--- src/rtl/instr_enc.sv ---
// Sequential instruction encoder: validates one field bundle per handshake, packs it
// into the 16-bit IR format and writes it to instruction memory at an auto-incrementing address.
module instr_enc #(
    parameter int ADDR_W = 8
) (
    input  logic              clk,
    input  logic              reset,
    input  logic              clear,
    input  logic              in_valid,
    output logic              in_ready,
    input  logic [2:0]        in_opcode,
    input  logic [1:0]        in_op,
    input  logic [2:0]        in_rn,
    input  logic [2:0]        in_rd,
    input  logic [2:0]        in_rm,
    input  logic [1:0]        in_shift,
    input  logic [7:0]        in_imm,
    output logic              mem_write,
    output logic [ADDR_W-1:0] mem_addr,
    output logic [15:0]       mem_din,
    output logic              err,
    output logic [1:0]        err_code,
    output logic              done,
    output logic              full,
    output logic [ADDR_W:0]   count
);

    typedef enum logic [1:0] {
        IDLE  = 2'd0,
        WRITE = 2'd1,
        ERR   = 2'd2,
        STOP  = 2'd3
    } state_t;

    localparam logic [ADDR_W-1:0] ADDR_MAX = {ADDR_W{1'b1}};

    function automatic logic op_legal(input logic [2:0] opc, input logic [1:0] op);
        logic ok;
        case ({opc, op})
            5'b110_10, 5'b110_00, 5'b101_00, 5'b101_01, 5'b101_10, 5'b101_11,
            5'b011_00, 5'b100_00, 5'b111_00: ok = 1'b1;
            default:                         ok = 1'b0;
        endcase
        return ok;
    endfunction

    // Only the load/store offset is narrowed to 5 bits, so only it can overflow.
    function automatic logic imm_in_range(input logic [2:0] opc, input logic [7:0] imm);
        logic ok;
        case (opc)
            3'b011, 3'b100: ok = (imm[7:5] == {3{imm[4]}});
            default:        ok = 1'b1;
        endcase
        return ok;
    endfunction

    function automatic logic [15:0] encode(input logic [2:0] opc, input logic [1:0] op,
                                           input logic [2:0] rn, input logic [2:0] rd,
                                           input logic [1:0] sh, input logic [2:0] rm,
                                           input logic [7:0] imm);
        logic [15:0] w;
        case ({opc, op})
            5'b110_10:            w = {opc, op, rn, imm};
            5'b110_00, 5'b101_11: w = {opc, op, 3'b000, rd, sh, rm};
            5'b101_01:            w = {opc, op, rn, 3'b000, sh, rm};
            5'b101_00, 5'b101_10: w = {opc, op, rn, rd, sh, rm};
            5'b011_00, 5'b100_00: w = {opc, op, rn, rd, imm[4:0]};
            5'b111_00:            w = 16'hE000;
            default:              w = 16'h0000;
        endcase
        return w;
    endfunction

    state_t              state_r;
    state_t              state_next_s;
    logic [ADDR_W-1:0]   addr_r;
    logic [ADDR_W:0]     count_r;
    logic [15:0]         din_r;
    logic [1:0]          code_r;
    logic                halt_r;
    logic                done_r;
    logic                full_r;
    logic                accept_s;
    logic                op_ok_s;
    logic                bundle_ok_s;
    logic [1:0]          bundle_code_s;
    logic [15:0]         word_s;

    assign accept_s      = in_valid & in_ready;
    assign op_ok_s       = op_legal(in_opcode, in_op);
    assign bundle_ok_s   = op_ok_s & imm_in_range(in_opcode, in_imm);
    assign bundle_code_s = op_ok_s ? 2'b10 : 2'b01;
    assign word_s        = encode(in_opcode, in_op, in_rn, in_rd, in_shift, in_rm, in_imm);

    // State register.
    always_ff @(posedge clk) begin
        if (reset) begin
            state_r <= IDLE;
        end else begin
            state_r <= state_next_s;
        end
    end

    // Next-state logic.
    always_comb begin
        state_next_s = state_r;
        case (state_r)
            IDLE: begin
                if (accept_s) begin
                    state_next_s = bundle_ok_s ? WRITE : ERR;
                end else begin
                    state_next_s = IDLE;
                end
            end
            WRITE: begin
                if (clear) begin
                    state_next_s = IDLE;
                end else if (halt_r || (addr_r == ADDR_MAX)) begin
                    state_next_s = STOP;
                end else begin
                    state_next_s = IDLE;
                end
            end
            ERR:     state_next_s = IDLE;
            STOP:    state_next_s = clear ? IDLE : STOP;
            default: state_next_s = IDLE;
        endcase
    end

    // Handshake and strobe decode; the write strobe is killed while reset is high.
    always_comb begin
        in_ready  = 1'b0;
        mem_write = 1'b0;
        err       = 1'b0;
        case (state_r)
            IDLE:    in_ready  = ~clear;
            WRITE:   mem_write = ~reset;
            ERR:     err       = 1'b1;
            default: in_ready  = 1'b0;
        endcase
    end

    // Captured word, error code, address/count and sticky done/full flags.
    always_ff @(posedge clk) begin
        if (reset) begin
            din_r   <= 16'h0000;
            code_r  <= 2'b00;
            halt_r  <= 1'b0;
            addr_r  <= '0;
            count_r <= '0;
            done_r  <= 1'b0;
            full_r  <= 1'b0;
        end else begin
            if (accept_s && bundle_ok_s) begin
                din_r  <= word_s;
                halt_r <= (in_opcode == 3'b111);
            end
            if (accept_s && !bundle_ok_s) begin
                code_r <= bundle_code_s;
            end
            if (state_r == WRITE) begin
                // A clear that lands on the write lets the write finish but restarts the program.
                if (clear) begin
                    addr_r  <= '0;
                    count_r <= '0;
                end else begin
                    addr_r  <= addr_r + ADDR_W'(1);
                    count_r <= count_r + (ADDR_W + 1)'(1);
                    if (halt_r) begin
                        done_r <= 1'b1;
                    end else if (addr_r == ADDR_MAX) begin
                        full_r <= 1'b1;
                    end
                end
            end else if (clear) begin
                addr_r  <= '0;
                count_r <= '0;
                done_r  <= 1'b0;
                full_r  <= 1'b0;
            end
        end
    end

    assign mem_addr = addr_r;
    assign mem_din  = din_r;
    assign err_code = code_r;
    assign done     = done_r;
    assign full     = full_r;
    assign count    = count_r;

endmodule

--- config.mk ---
export PLATFORM = sky130hd
export DESIGN_NAME = instr_enc
export DESIGN_NICKNAME = d
export VERILOG_FILES = /design/src/rtl/instr_enc.sv
export SDC_FILE = /design/constraint.sdc
export NUM_CORES = 1
export LEC_CHECK = 0
export CORE_MARGIN = 4
export CORE_UTILIZATION = 48
export CTS_CLUSTER_DIAMETER = 120
export DETAILED_ROUTE_END_ITERATION = 10
export PLACE_DENSITY = 0.83
export SYNTH_ARGS = -nofsm -noshare
export SYNTH_HDL_FRONTEND = slang
export SYNTH_SLANG_ARGS = --single-unit
--- constraint.sdc ---
create_clock -name clk -period 3.72 [get_ports clk]
set_input_delay 0.93 -clock clk [delete_from_list [all_inputs] [get_ports clk]]
set_output_delay 0.93 -clock clk [all_outputs]
set_load 0.01 [all_outputs]
==> impl_metrics.csv, run 1 <==
group,metric,value,unit
sta,sum_of_negative_setup_slack,0,ns
global_route,grt_pass1_wl,7.58,mm
global_route,maximum_number_of_pins_on_one_net_before_global_route_repair,26,
sta,finalClockSkew,0.00380,ns
critical_path,worstPathRequired,2.79,ns
placed_design,port_buffers,67,
clocking,clockBufferDepth,2,
critical_path,setup.worst_path.end,"in_ready",
sta,fmax,310,MHz
sta,fin_crit_sh,86.6,%
logic_synthesis,yosys.area_share.xor_xnor,6.66,%
sta,min_clock_period_post_route,3.22,ns
logic_synthesis,synthTopCellsByCount,"40 x dfxtp_1, 25 x nor2_1, 13 x nor2b_1",
finish,flow.area_growth_from_synthesis,39.4,%
critical_path,crit_path_end_kind,"primary output",
drt,post_drt_wl_per_cell,13.6,microns
power,final_power,0.000836,W
die,floorplan.initialDensity,49.3,%
clocking,cts-htree-levels,2,
critical_path,worst_setup_path_startpoint,"clear",
logic_synthesis,syn_inst,225,
logic_synthesis,synth.cell_area,1970,sq um
logic_synthesis,netlist-cell-type-count,47,
logic_synthesis,netlist.top_cell.by_area,"dfxtp_1",
finish,n_antenna_cell,0,
logic_synthesis,largest_family_of_logic_cells_by_synthesized_area,"simple AND/OR/NAND/NOR gates",
logic_synthesis,synth-compound-area-share,16.4,%
global_route,number_of_antenna_violations_at_the_first_check_in_global_routing,0,
logic_synthesis,muxShareOfSynthArea,2.60,%
critical_path,worst_r2r_path_depth,7,
sta,unrepaired_setup_endpoints_after_global_routing,"false",
power,ir_worst_vdd,176,uV
logic_synthesis,synth_top_area_share,40.6,%
clocking,cts.clk_slew.worst_paths,0.07,ns
job,timing.max_cap.violations,0,
global_route,total_grt_usage,18.3,%
finish,fraction_of_final_layout_cells_with_drive_strength_greater_than_1,6.55,%
die,io-pin-count,68,
finish,layout.filler_cells,328,
placed_design,detailedPlacementHpwl,3.44,mm
placed_design,preCtsSetupSlack,0.511,ns
sta,worstMarginPinSlew,0.606,ns
clocking,clock_tree.root_cell,"clkbuf_8",
drt,ant_nets,0,
clocking,clock_sinks,40,
drt,dr.pass1.iters,4,
logic_synthesis,synth_sequential_area_ratio,40.6,%
placed_design,place_congestion,0.803,
critical_path,critPathKind,"in2out",
clocking,ctsResizeCount,0,
die,core,4000,sq um
logic_synthesis,yosys_warnings,0,
die,die_area,5200,sq um
critical_path,critical_path.max_fanout,4,
logic_synthesis,synth-simple-area-share,27.1,%
sta,hold_slack,0.449,ns
drt,avgViaCountPerCell,5.37,
sta,setup_violations,0,
logic_synthesis,mapped_nets,256,
die,die_h,72.1,microns
logic_synthesis,synth_enable_flop_cells,0,
critical_path,startpoint_type,"input pin",
critical_path,regToRegStartpoint,"state_r[1]",
logic_synthesis,post_synth_main_area_contributors,"dfxtp_1 41%, nor2_1 4.8%, nor2b_1 4.1%, a221oi_1 3.6%, xor2_1 3.6%",
logic_synthesis,synth-async-reset-ratio,0,%
clocking,clk_latency,0.29,ns
drt,detailedRoute.firstIterationViolations,59,
sta,report.final.hold_viol_count,0,
sta,max_slew_violation_count,0,
logic_synthesis,synth-seq-cells,40,
clocking,postCtsSetupBuffers,0,
power,power.density,304,nW/um^2
drt,finalWirelength,4.62,mm
clocking,cts_tree,"built",
die,std_cell_rows,23,
logic_synthesis,synthAdderAreaFrac,1.90,%
drt,via_count,1827,
power,leakagePower,0.996,nW
critical_path,worstReg2RegEnd,"count[8]",
critical_path,timing.critical_path.arrival,2.29,ns
logic_synthesis,post-synth-top-count-cell,"dfxtp_1",
global_route,gr-total-overflow,0,
finish,fin_nets,321,
sta,slew-limit-headroom,59.0,%
critical_path,rrSetupSlack,1.85,ns
status,status,"completed",
clocking,number_of_buffers_inserted_during_clock_tree_synthesis,5,
sta,finalWorstSetupSlack,0.497,ns
logic_synthesis,synth_ff_type,"dfxtp_1",
drt,post-route-drc-count,0,
logic_synthesis,synthesis.area_per_instance,8.76,sq um
clocking,cts-hold-fix-buffers,0,
die,chipWidth,72.1,microns
global_route,first_global_vias,1634,
min_path,worstHoldPathType,"reg2reg",
==> registers in the layout, indices dropped and copies added (netlist names) <==
register,count
mem_addr,8
err_code,2
full,1
count,9
mem_din,16
done,1
halt_r,1
state_r,2
==> cell families after synthesis <==
logic type,count (synthesis)
compound gates,42
xor+xnor,15
fa+ha+maj,3
buf+inv,21
flops,40
mux,5
simple gates,99
==> worst max-delay path: stages <==
cell and delay, ns:
clkdlybuf4s50_1 0.47, nor3_2 0.28, clkdlybuf4s50_1 0.61
==> where the power goes <==
| group | switching [W] | leakage [nW] | internal (W) |
|---|---|---|---|
| Combinational | 0.0000607 | 0.631 | 0.0000659 |
| Clock | 0.000140 | 0.0410 | 0.000127 |
| Sequential | 0.00000536 | 0.323 | 0.000436 |
| Total | 0.000206 | 0.996 | 0.000630 |
==> cells in the final DEF (no fill, tap or decap), types with 3 or more instances in the layout <==
cell / instances
clkdlybuf4s50_1: 67
dfxtp_1: 40
nor2_1: 25
nor2b_1: 13
nor3_1: 12
nand2_1: 11
a21oi_1: 10
nand3_1: 9
nand2b_1: 8
xor2_1: 8
a221oi_1: 8
inv_1: 7
xnor2_1: 7
clkbuf_8: 5
o21ai_0: 4
nand3b_1: 4
mux2i_1: 4
o41ai_1: 4
buf_4: 4
and3_1: 3
a31o_2: 3
ha_1: 3
==> per-layer routing <==
layer | up-vias | share of wire, % | global-route usage, %
met3 | 5 | 5.4 | 5.96
met2 | 44 | 48 | 29.1
met4 | 0 | 1.1 | 5.64
li1 | 935 | - | -
met5 | - | 0 | 0
met1 | 843 | 46 | 23.7
==> area by class of cell <==
class                           instances  area (sq um)  share of cell area [%]
Tap cell                               50          62.6                    2.28
Sequential cell                        40           801                    29.1
Multi-Input combinational cell        164          1080                    39.2
Inverter                                8          30.0                    1.09
Timing Repair Buffer                   71           701                    25.5
Clock buffer                            6          72.6                    2.64
Clock inverter                          1          5.00                   0.182
==> through the flow <==
step                      instance area (sq um)  cells  util [%]
after global placement                     2670    333      66.8
after floorplan                            1970    225         -
after global routing                       2750    340      68.7
after detailed placement                   2670    333      66.8
after CTS                                  2750    340      68.7
final                                      2750    340      68.7
==> worst min path at each step <==
stage | endpoint | startpoint | cells after the start | slack (ns)
2_1_floorplan | err_code[1] | err_code[1] | 2 | 0.47
3_3_place_gp | err_code[1] | err_code[1] | 2 | 0.45
3_5_place_dp | err_code[1] | err_code[1] | 2 | 0.44
4_1_cts | err_code[1] | err_code[1] | 2 | 0.45
5_1_grt | err_code[1] | err_code[1] | 2 | 0.48
6_report | err_code[1] | err_code[1] | 2 | 0.45
Note: power is estimated with default switching activity, not from simulation.
==> run 2: changes to the inputs <==
--- a/config.mk
+++ b/config.mk
@@ -5,11 +5,13 @@
 export SDC_FILE = /design/constraint.sdc
 export NUM_CORES = 1
 export LEC_CHECK = 0
+export ABC_AREA = 1
+export CAP_MARGIN = 40
 export CORE_MARGIN = 4
-export CORE_UTILIZATION = 48
+export CORE_UTILIZATION = 30
 export CTS_CLUSTER_DIAMETER = 120
 export DETAILED_ROUTE_END_ITERATION = 10
-export PLACE_DENSITY = 0.83
+export PLACE_DENSITY = 0.55
 export SYNTH_ARGS = -nofsm -noshare
 export SYNTH_HDL_FRONTEND = slang
 export SYNTH_SLANG_ARGS = --single-unit
==> run 2 against run 1 <==
Effect of this change:
- die area rose by 66%
- count of clock-buffer cells in the layout fell by 1
- clock power rose by 5%
- global-route usage fell by 4.4 points
- clock skew rose by 0.0055 ns
- cell count rose by 45%
- sequential power fell by 2%
- critical endpoint unchanged
- largest power group unchanged
- highest routed layer unchanged
==> impl_metrics.csv, run 2 <==
group,metric,value,unit
die,io-pin-count,68,
logic_synthesis,synth_ff_type,"dfxtp_1",
logic_synthesis,synth_top_area_share,37.1,%
placed_design,port_buffers,67,
logic_synthesis,syn_inst,330,
sta,worstMarginPinSlew,0.609,ns
die,floorplan.initialDensity,31.3,%
placed_design,detailedPlacementHpwl,4.48,mm
logic_synthesis,synth_sequential_area_ratio,37.1,%
placed_design,place_congestion,0.860,
finish,n_antenna_cell,0,
logic_synthesis,yosys_warnings,0,
critical_path,critical_path.max_fanout,4,
drt,dr.pass1.iters,4,
drt,ant_nets,0,
power,ir_worst_vdd,148,uV
critical_path,critPathKind,"in2out",
die,die_h,92.8,microns
drt,detailedRoute.firstIterationViolations,111,
critical_path,startpoint_type,"input pin",
logic_synthesis,post_synth_main_area_contributors,"dfxtp_1 37%, nand2_1 19%, nand3_1 7.9%, a21oi_1 7.4%, inv_1 4.5%",
sta,unrepaired_setup_endpoints_after_global_routing,"false",
global_route,number_of_antenna_violations_at_the_first_check_in_global_routing,0,
logic_synthesis,netlist.top_cell.by_area,"dfxtp_1",
drt,post_drt_wl_per_cell,12.0,microns
logic_synthesis,synth.cell_area,2160,sq um
power,leakagePower,1.13,nW
power,power.density,281,nW/um^2
min_path,worstHoldPathType,"reg2reg",
finish,final_cell_mix,"107 x nand2_1, 67 x clkdlybuf4s50_1, 40 x dfxtp_1",
sta,finalClockSkew,0.00932,ns
sta,max_slew_violation_count,0,
clocking,ctsResizeCount,0,
logic_synthesis,post-synth-top-count-cell,"nand2_1",
die,die_area,8620,sq um
global_route,maximum_number_of_pins_on_one_net_before_global_route_repair,28,
clocking,clk_latency,0.29,ns
drt,post-route-drc-count,0,
sta,fmax,311,MHz
finish,fraction_of_final_layout_cells_with_drive_strength_greater_than_1,6.55,%
critical_path,worstPathRequired,2.79,ns
placed_design,numPlacedInstances,486,
sta,sum_of_negative_setup_slack,0,ns
drt,avgViaCountPerCell,4.66,
sta,report.final.hold_viol_count,0,
global_route,first_global_vias,2174,
drt,finalWirelength,5.91,mm
finish,layout.filler_cells,763,
clocking,cts-htree-levels,2,
die,std_cell_rows,30,
sta,hold_slack,0.450,ns
die,chipWidth,92.8,microns
clocking,postCtsSetupBuffers,0,
critical_path,timing.critical_path.arrival,2.28,ns
clocking,clock_tree.root_cell,"clkbuf_8",
logic_synthesis,synth_enable_flop_cells,0,
die,core,6910,sq um
sta,min_clock_period_post_route,3.21,ns
finish,stdcell_count,493,
logic_synthesis,synthesis.area_per_instance,6.54,sq um
logic_synthesis,synth-async-reset-ratio,0,%
placed_design,preCtsSetupSlack,0.477,ns
clocking,cts-hold-fix-buffers,0,
status,status,"completed",
finish,max_reg_flops,16,
finish,fin_nets,428,
logic_synthesis,mapped_nets,361,
global_route,grt_pass1_wl,9.91,mm
sta,fin_crit_sh,86.4,%
clocking,number_of_buffers_inserted_during_clock_tree_synthesis,5,
job,timing.max_cap.violations,0,
sta,slew-limit-headroom,59.1,%
clocking,clock_sinks,40,
clocking,cts_tree,"built",
finish,flow.area_growth_from_synthesis,38.2,%
critical_path,crit_path_end_kind,"primary output",
finish,final_common_cell,"nand2_1",
logic_synthesis,synthTopCellsByCount,"107 x nand2_1, 40 x dfxtp_1, 34 x nand3_1",
sta,finalWorstSetupSlack,0.507,ns
sta,setup_violations,0,
logic_synthesis,netlist-cell-type-count,24,
global_route,gr-total-overflow,0,
global_route,total_grt_usage,14.0,%
logic_synthesis,synth-seq-cells,40,
clocking,cts.clk_slew.worst_paths,0.08,ns
drt,via_count,2295,
finish,finalCoreUtilization,43.2,%
clocking,clockBufferDepth,2,
## run 2: cell count changes in the layout (fill, tap and decap cells not counted), sizes merged, moves of 7 or more
cell and change:
nand2 +97, nand3 +27, a21oi +24, inv +24, nor2b -13, nand4 +11, a221oi -8, nand2b -8
xnor2 -7, xor2 -7
## run 2: cells by family after synthesis
group,after synthesis,synth area share (%)
buffers and inverters,43,9.27
adder cells (fa/ha/maj),3,1.74
flip-flops,40,37.1
AO/OA/AOI/OAI,48,12.1
AND/OR/NAND/NOR,195,39.5
XOR/XNOR,1,0.406
## run 2: area by class of cell
cell class / instances / area [sq um] / share of cell area (%)
inverter: 31 / 116 / 3.90
multi-input combinational: 247 / 1160 / 38.8
clock inverter: 2 / 12.5 / 0.419
clock buffer: 5 / 68.8 / 2.31
tap: 96 / 120 / 4.02
timing repair buffer: 72 / 708 / 23.7
sequential: 40 / 801 / 26.8
## run 2: where the power goes
part | internal, W | total, W | switching, W
logic | 0.0000536 | 0.000123 | 0.0000696
clock network | 0.000127 | 0.000281 | 0.000154
registers | 0.000432 | 0.000434 | 0.00000252
total | 0.000613 | 0.000839 | 0.000226
## run 2: per-layer routing
metal / global-route usage, % / wire, microns
met1: 17.8 / 2790
met2: 22.7 / 2600
met3: 4.87 / 462
met4: 3.05 / 57
met5: 0 / 0
## run 2: path summary, 6_finish.rpt
kind,end,from,depth (start not counted),slack [ns]
worst max-delay path,in_ready,clear,3,0.51
worst min-delay path,err_code[1],err_code[1],2,0.45
worst max register to register,done,state_r[1],7,1.91
worst min register to register,err_code[1],err_code[1],2,0.45
## run 2: critical path, cell delays in order
cell and delay [ns]:
clkdlybuf4s50_1 0.46, nor3_1 0.28, clkdlybuf4s50_1 0.60
## run 2: stage by stage
stage,power (W),area [sq um]
floorplan,0.000510,2160
global route,0.000876,2990
detailed placement,0.000569,2900
finish,0.000839,2990
global placement,0.000568,2900
CTS,0.000848,2990
==> RTL change 1 (config.mk and constraints of run 2) <==
Put a register stage on the output `err`. The value now appears one clock later. The other outputs are not delayed to match.
--- a/src/rtl/instr_enc.sv
+++ b/src/rtl/instr_enc.sv
@@ -33,6 +33,8 @@
     } state_t;
 
     localparam logic [ADDR_W-1:0] ADDR_MAX = {ADDR_W{1'b1}};
+
+    logic err_d;
 
     function automatic logic op_legal(input logic [2:0] opc, input logic [1:0] op);
         logic ok;
@@ -131,11 +133,11 @@
     always_comb begin
         in_ready  = 1'b0;
         mem_write = 1'b0;
-        err       = 1'b0;
+        err_d     = 1'b0;
         case (state_r)
             IDLE:    in_ready  = ~clear;
             WRITE:   mem_write = ~reset;
-            ERR:     err       = 1'b1;
+            ERR:     err_d     = 1'b1;
             default: in_ready  = 1'b0;
         endcase
     end
@@ -188,5 +190,9 @@
     assign full     = full_r;
     assign count    = count_r;
 
+    always_ff @(posedge clk) begin
+        err <= err_d;
+    end
+
 endmodule
 
Formal check against the unedited RTL: not equivalent (a bounded check fails within 4 cycles, from zero or initial values and one cycle with reset high).
==> RTL change 1 against run 2 <==
Power grew 0.85%; fmax grew 4.1%; largest cell class unchanged; count of clock-buffer cells in the layout grew 3; wire length shrank 0.34%; worst setup slack gained 0.13 ns; critical path type unchanged; sequential cell count grew 1; design area grew 2.8%; area after synthesis grew 3.1%; via count grew 0.13%.
==> RTL change 1: results (changes against run 2) <==
Status = complete, no violations (unchanged)
Nonclk buf count = 74 (was 72)
Slew Limit Headroom = 70.5% (was 59.1%)
GR Util All Layers = 13.9% (was 14.0%)
Syn avg cell area = 6.79 um^2 (was 6.54 um^2)
#FFs+latches synth = 41 (was 40)
Routed wire length on met3 = 426 um (was 462 um)
Leak = 1.15 nW (was 1.13 nW)
WL/cell = 11.8 um (was 12.0 um)
Pin count of the biggest net entering global routing = 26 (was 28)
GP Congestion = 0.798 (was 0.860)
Footprint of the multi-input gates = 1200 um^2 (was 1160 um^2)
Final Cycle Share = 83.0% (was 86.4%)
Synth top area cells = dfxtp_1, nand2_1, nand3_1, a21oi_1, inv_1 (unchanged)
Pre-CTS setup slack = 0.599 ns (was 0.477 ns)
Metal1 wirelength = 2.89 mm (was 2.79 mm)
Seq/Total Area, Yosys = 36.9% (was 37.1%)
Placed wire-length estimate = 4.50 mm (was 4.48 mm)
Global-route wire length before repair = 9.96 mm (was 9.91 mm)
Commonest cells in the netlist = nand2_1, dfxtp_1, nand3_1 (unchanged)
Switching part of the total = 25.2% (was 27.0%)
Logic power comb = 0.000127 W (was 0.000123 W)
Inst Count DP = 490 (was 486)
Vias in the first global route = 2141 (was 2174)
Clock skew = 0.00514 ns (was 0.00932 ns)
Syn_nets = 359 (was 361)
First-iteration detailed-routing DRC count = 98 (was 111)
Synth cell types = 29 (was 24)
Clock-cell share of area = 2.61% (was 2.72%)
Worst Path Arrival = 2.16 ns (was 2.28 ns)
R2r startpoint = state_r[0] (was state_r[1])
Post-DR vias/cell = 4.61 (was 4.66)
RR Endpoint = mem_addr[7] (was done)
#MultiIn Comb = 245 (was 247)
Clk pwr = 0.000273 W (was 0.000281 W)
Cell-internal power = 0.000633 W (was 0.000613 W)
Reg2Reg Depth = 11 (was 7)
Data buffer area share = 23.6% (was 23.7%)
RTL change 1: cell count changes in the layout (fill, tap and decap cells not counted), moves of 2 or more:
cell / run 2 / this run
a211oi_1: 5 / 1
a21oi_1: 32 / 25
a21oi_2: 2 / 10
buf_4: 5 / 7
clkbuf_1: 0 / 3
nand2_1: 107 / 98
nand2_2: 1 / 10
nand3_1: 34 / 32
nor2_1: 26 / 23
o21ai_0: 9 / 11
RTL change 1: kinds of logic (layout without fill, tap and decap cells):
| logic type | count (synthesis) | after routing | synth area share (%) |
|---|---|---|---|
| AND/OR/NAND/NOR | 191 | 191 | 38.6 |
| XOR/XNOR | 1 | 1 | 0.393 |
| AO/OA/AOI/OAI | 50 | 50 | 13.4 |
| adder cells (fa/ha/maj) | 3 | 3 | 1.69 |
| flip-flops | 41 | 41 | 36.9 |
| buffers and inverters | 42 | 113 | 9.04 |
RTL change 1: worst max-delay path: cells and delay by family:
family	cells	cell delay (ns)
and+or+nand+nor	1	0.21
buffers and inverters	2	1.01
==> RTL change 2 (config.mk and constraints of run 2) <==
Made on the original files. The parameter `ADDR_W` goes from 8 to 10.
--- a/src/rtl/instr_enc.sv
+++ b/src/rtl/instr_enc.sv
@@ -1,7 +1,7 @@
 // Sequential instruction encoder: validates one field bundle per handshake, packs it
 // into the 16-bit IR format and writes it to instruction memory at an auto-incrementing address.
 module instr_enc #(
-    parameter int ADDR_W = 8
+    parameter int ADDR_W = 10
 ) (
     input  logic              clk,
     input  logic              reset,
Ports: changed (resized count and mem_addr); port bits go from 68 to 72. The function was not compared with the original's and may differ.
==> RTL change 2 against run 2 <==
Worst setup slack improved by 0.17 ns; worst hold slack improved by 0.020 ns; sequential cell count increased by 4; wire length increased by 4.6%; area after synthesis increased by 11%; utilization decreased by 0.66 points; non-clock buffer count increased by 4; design area increased by 10%; global-route usage decreased by 0.72 points; sequential power increased by 10%; count of clock-buffer cells in the layout increased by 2; power increased by 8.8%; critical endpoint is now mem_write.
==> RTL change 2: results (changes against run 2) <==
Synth async-reset ratio = 0% (unchanged)
GP Congestion = 0.855 (was 0.860)
Syn_nets = 381 (was 361)
Worst-Skew Late Latency = 0.29 ns (about the same)
CTS root buf = clkbuf_8 (unchanged)
Clock buffer depth = 2 (unchanged)
# diodes = 0 (unchanged)
Worst Path Arrival = 2.11 ns (was 2.28 ns)
Post-CTS Setup Inserts = 0 (unchanged)
GR Util All Layers = 13.3% (was 14.0%)
Leak = 1.20 nW (was 1.13 nW)
Peak supply drop = 0.126 mV (was 0.148 mV)
Initial antenna violation count = 0 (unchanged)
Syn avg cell area = 6.84 um^2 (was 6.54 um^2)
Layout Nets = 455 (was 428)
Top fanout value on the critical path = 2 (was 4)
# port buffers = 71 (was 67)
Post-DR vias/cell = 4.69 (was 4.66)
Net Sw Power = 0.000231 W (was 0.000226 W)
Slew at the pin with the worst max-slew slack = 0.550 ns (was 0.609 ns)
First-iteration detailed-routing DRC count = 86 (was 111)
Placed wire-length estimate = 4.91 mm (was 4.48 mm)
Inst Count DP = 519 (was 486)
Pin count of the biggest net entering global routing = 28 (unchanged)
Min-Delay Path Class = reg2reg (unchanged)
Clock skew = 0.0103 ns (was 0.00932 ns)
Finished Layout Cells = 527 (was 493)
Status = complete, no violations (unchanged)
Global-route wire length before repair = 10.6 mm (was 9.91 mm)
Seq/Total Area, Yosys = 36.8% (was 37.1%)
Predominant post-synthesis flop cell = dfxtp_1 (unchanged)
TritonCTS Buffers = 5 (unchanged)
Layout cell share with drive strength beyond 1 = 11.5% (was 6.55%)
Worst-path clk slew = 0.08 ns (about the same)
Commonest cells in the netlist = nand2_1, dfxtp_1, nor2_1 (was nand2_1, dfxtp_1, nand3_1)
Synth top area cells = dfxtp_1, nand2_1, nor2_1, nand3_1, a21oi_1 (was dfxtp_1, nand2_1, nand3_1, a21oi_1, inv_1)
Vias in the first global route = 2300 (was 2174)
Synth cell types = 34 (was 24)
WL/cell = 11.7 um (was 12.0 um)
[RTL change 2: critical path, cell delays in order]
cell and delay, ns:
clkdlybuf4s50_1 0.46, nor2_1 0.16, clkdlybuf4s50_1 0.56
[RTL change 2: layout make-up]
type,instances,area (um^2)
clock inverters,1,7.51
inverters,32,120
well taps,102,128
fillers,826,4440
flip-flops and latches,44,881
clock buffers,7,86.3
multi-input cells,265,1320
repair buffers,76,748
[RTL change 2: layer usage]
metal / share of wire (%) / track usage [%] / wire length, um / up-vias
met5: 0 / 0 / 0 / -
met2: 46 / 22.2 / 2860 / 63
li1: - / - / - / 1303
met4: 0.70 / 3.41 / 43 / 0
met3: 6.2 / 3.66 / 384 / 4
met1: 47 / 16.8 / 2890 / 1100
[RTL change 2: through the flow]
| step | cell area, um^2 | setup slack [ns] | util [%] | hold WS (ns) |
|---|---|---|---|---|
| floorplan | 2390 | 1.04 | - | 0.458 |
| global placement | 3200 | 0.648 | 41.4 | 0.458 |
| detailed placement | 3200 | 0.673 | 41.4 | 0.460 |
| CTS | 3290 | 0.671 | 42.6 | 0.473 |
| global route | 3290 | 0.640 | 42.6 | 0.497 |
| finish | 3290 | 0.678 | 42.6 | 0.469 |
[RTL change 2: logic make-up after synthesis]
| kind of cell | count (synthesis) | share of synthesized area, % |
|---|---|---|
| adders and majority gates | 3 | 1.57 |
| and+or+nand+nor | 207 | 38.7 |
| buffers and inverters | 41 | 8.10 |
| xor gates and xnor gates | 1 | 0.366 |
| AOI/OAI and AO/OA | 54 | 14.4 |
| DFF | 44 | 36.8 |
[RTL change 2: path summary, 6_finish.rpt]
path / startpoint / to / slack [ns] / cells past startpoint
setup / recovery: reset / mem_write / 0.68 / 3
hold / removal: mem_din[5] / mem_din[5] / 0.47 / 2
setup reg to reg: state_r[0] / count[10] / 1.65 / 11
hold reg to reg: mem_din[5] / mem_din[5] / 0.47 / 2
[RTL change 2: power by group through the flow]
stage	Clock, W	Sequential, W	Combinational (W)
final	0.000309	0.000478	0.000126
after floorplan	0	0.000490	0.0000662
after global placement	0	0.000489	0.000126
after global routing	0.000347	0.000479	0.000141
after CTS	0.000324	0.000478	0.000127
after detailed placement	0	0.000489	0.000127
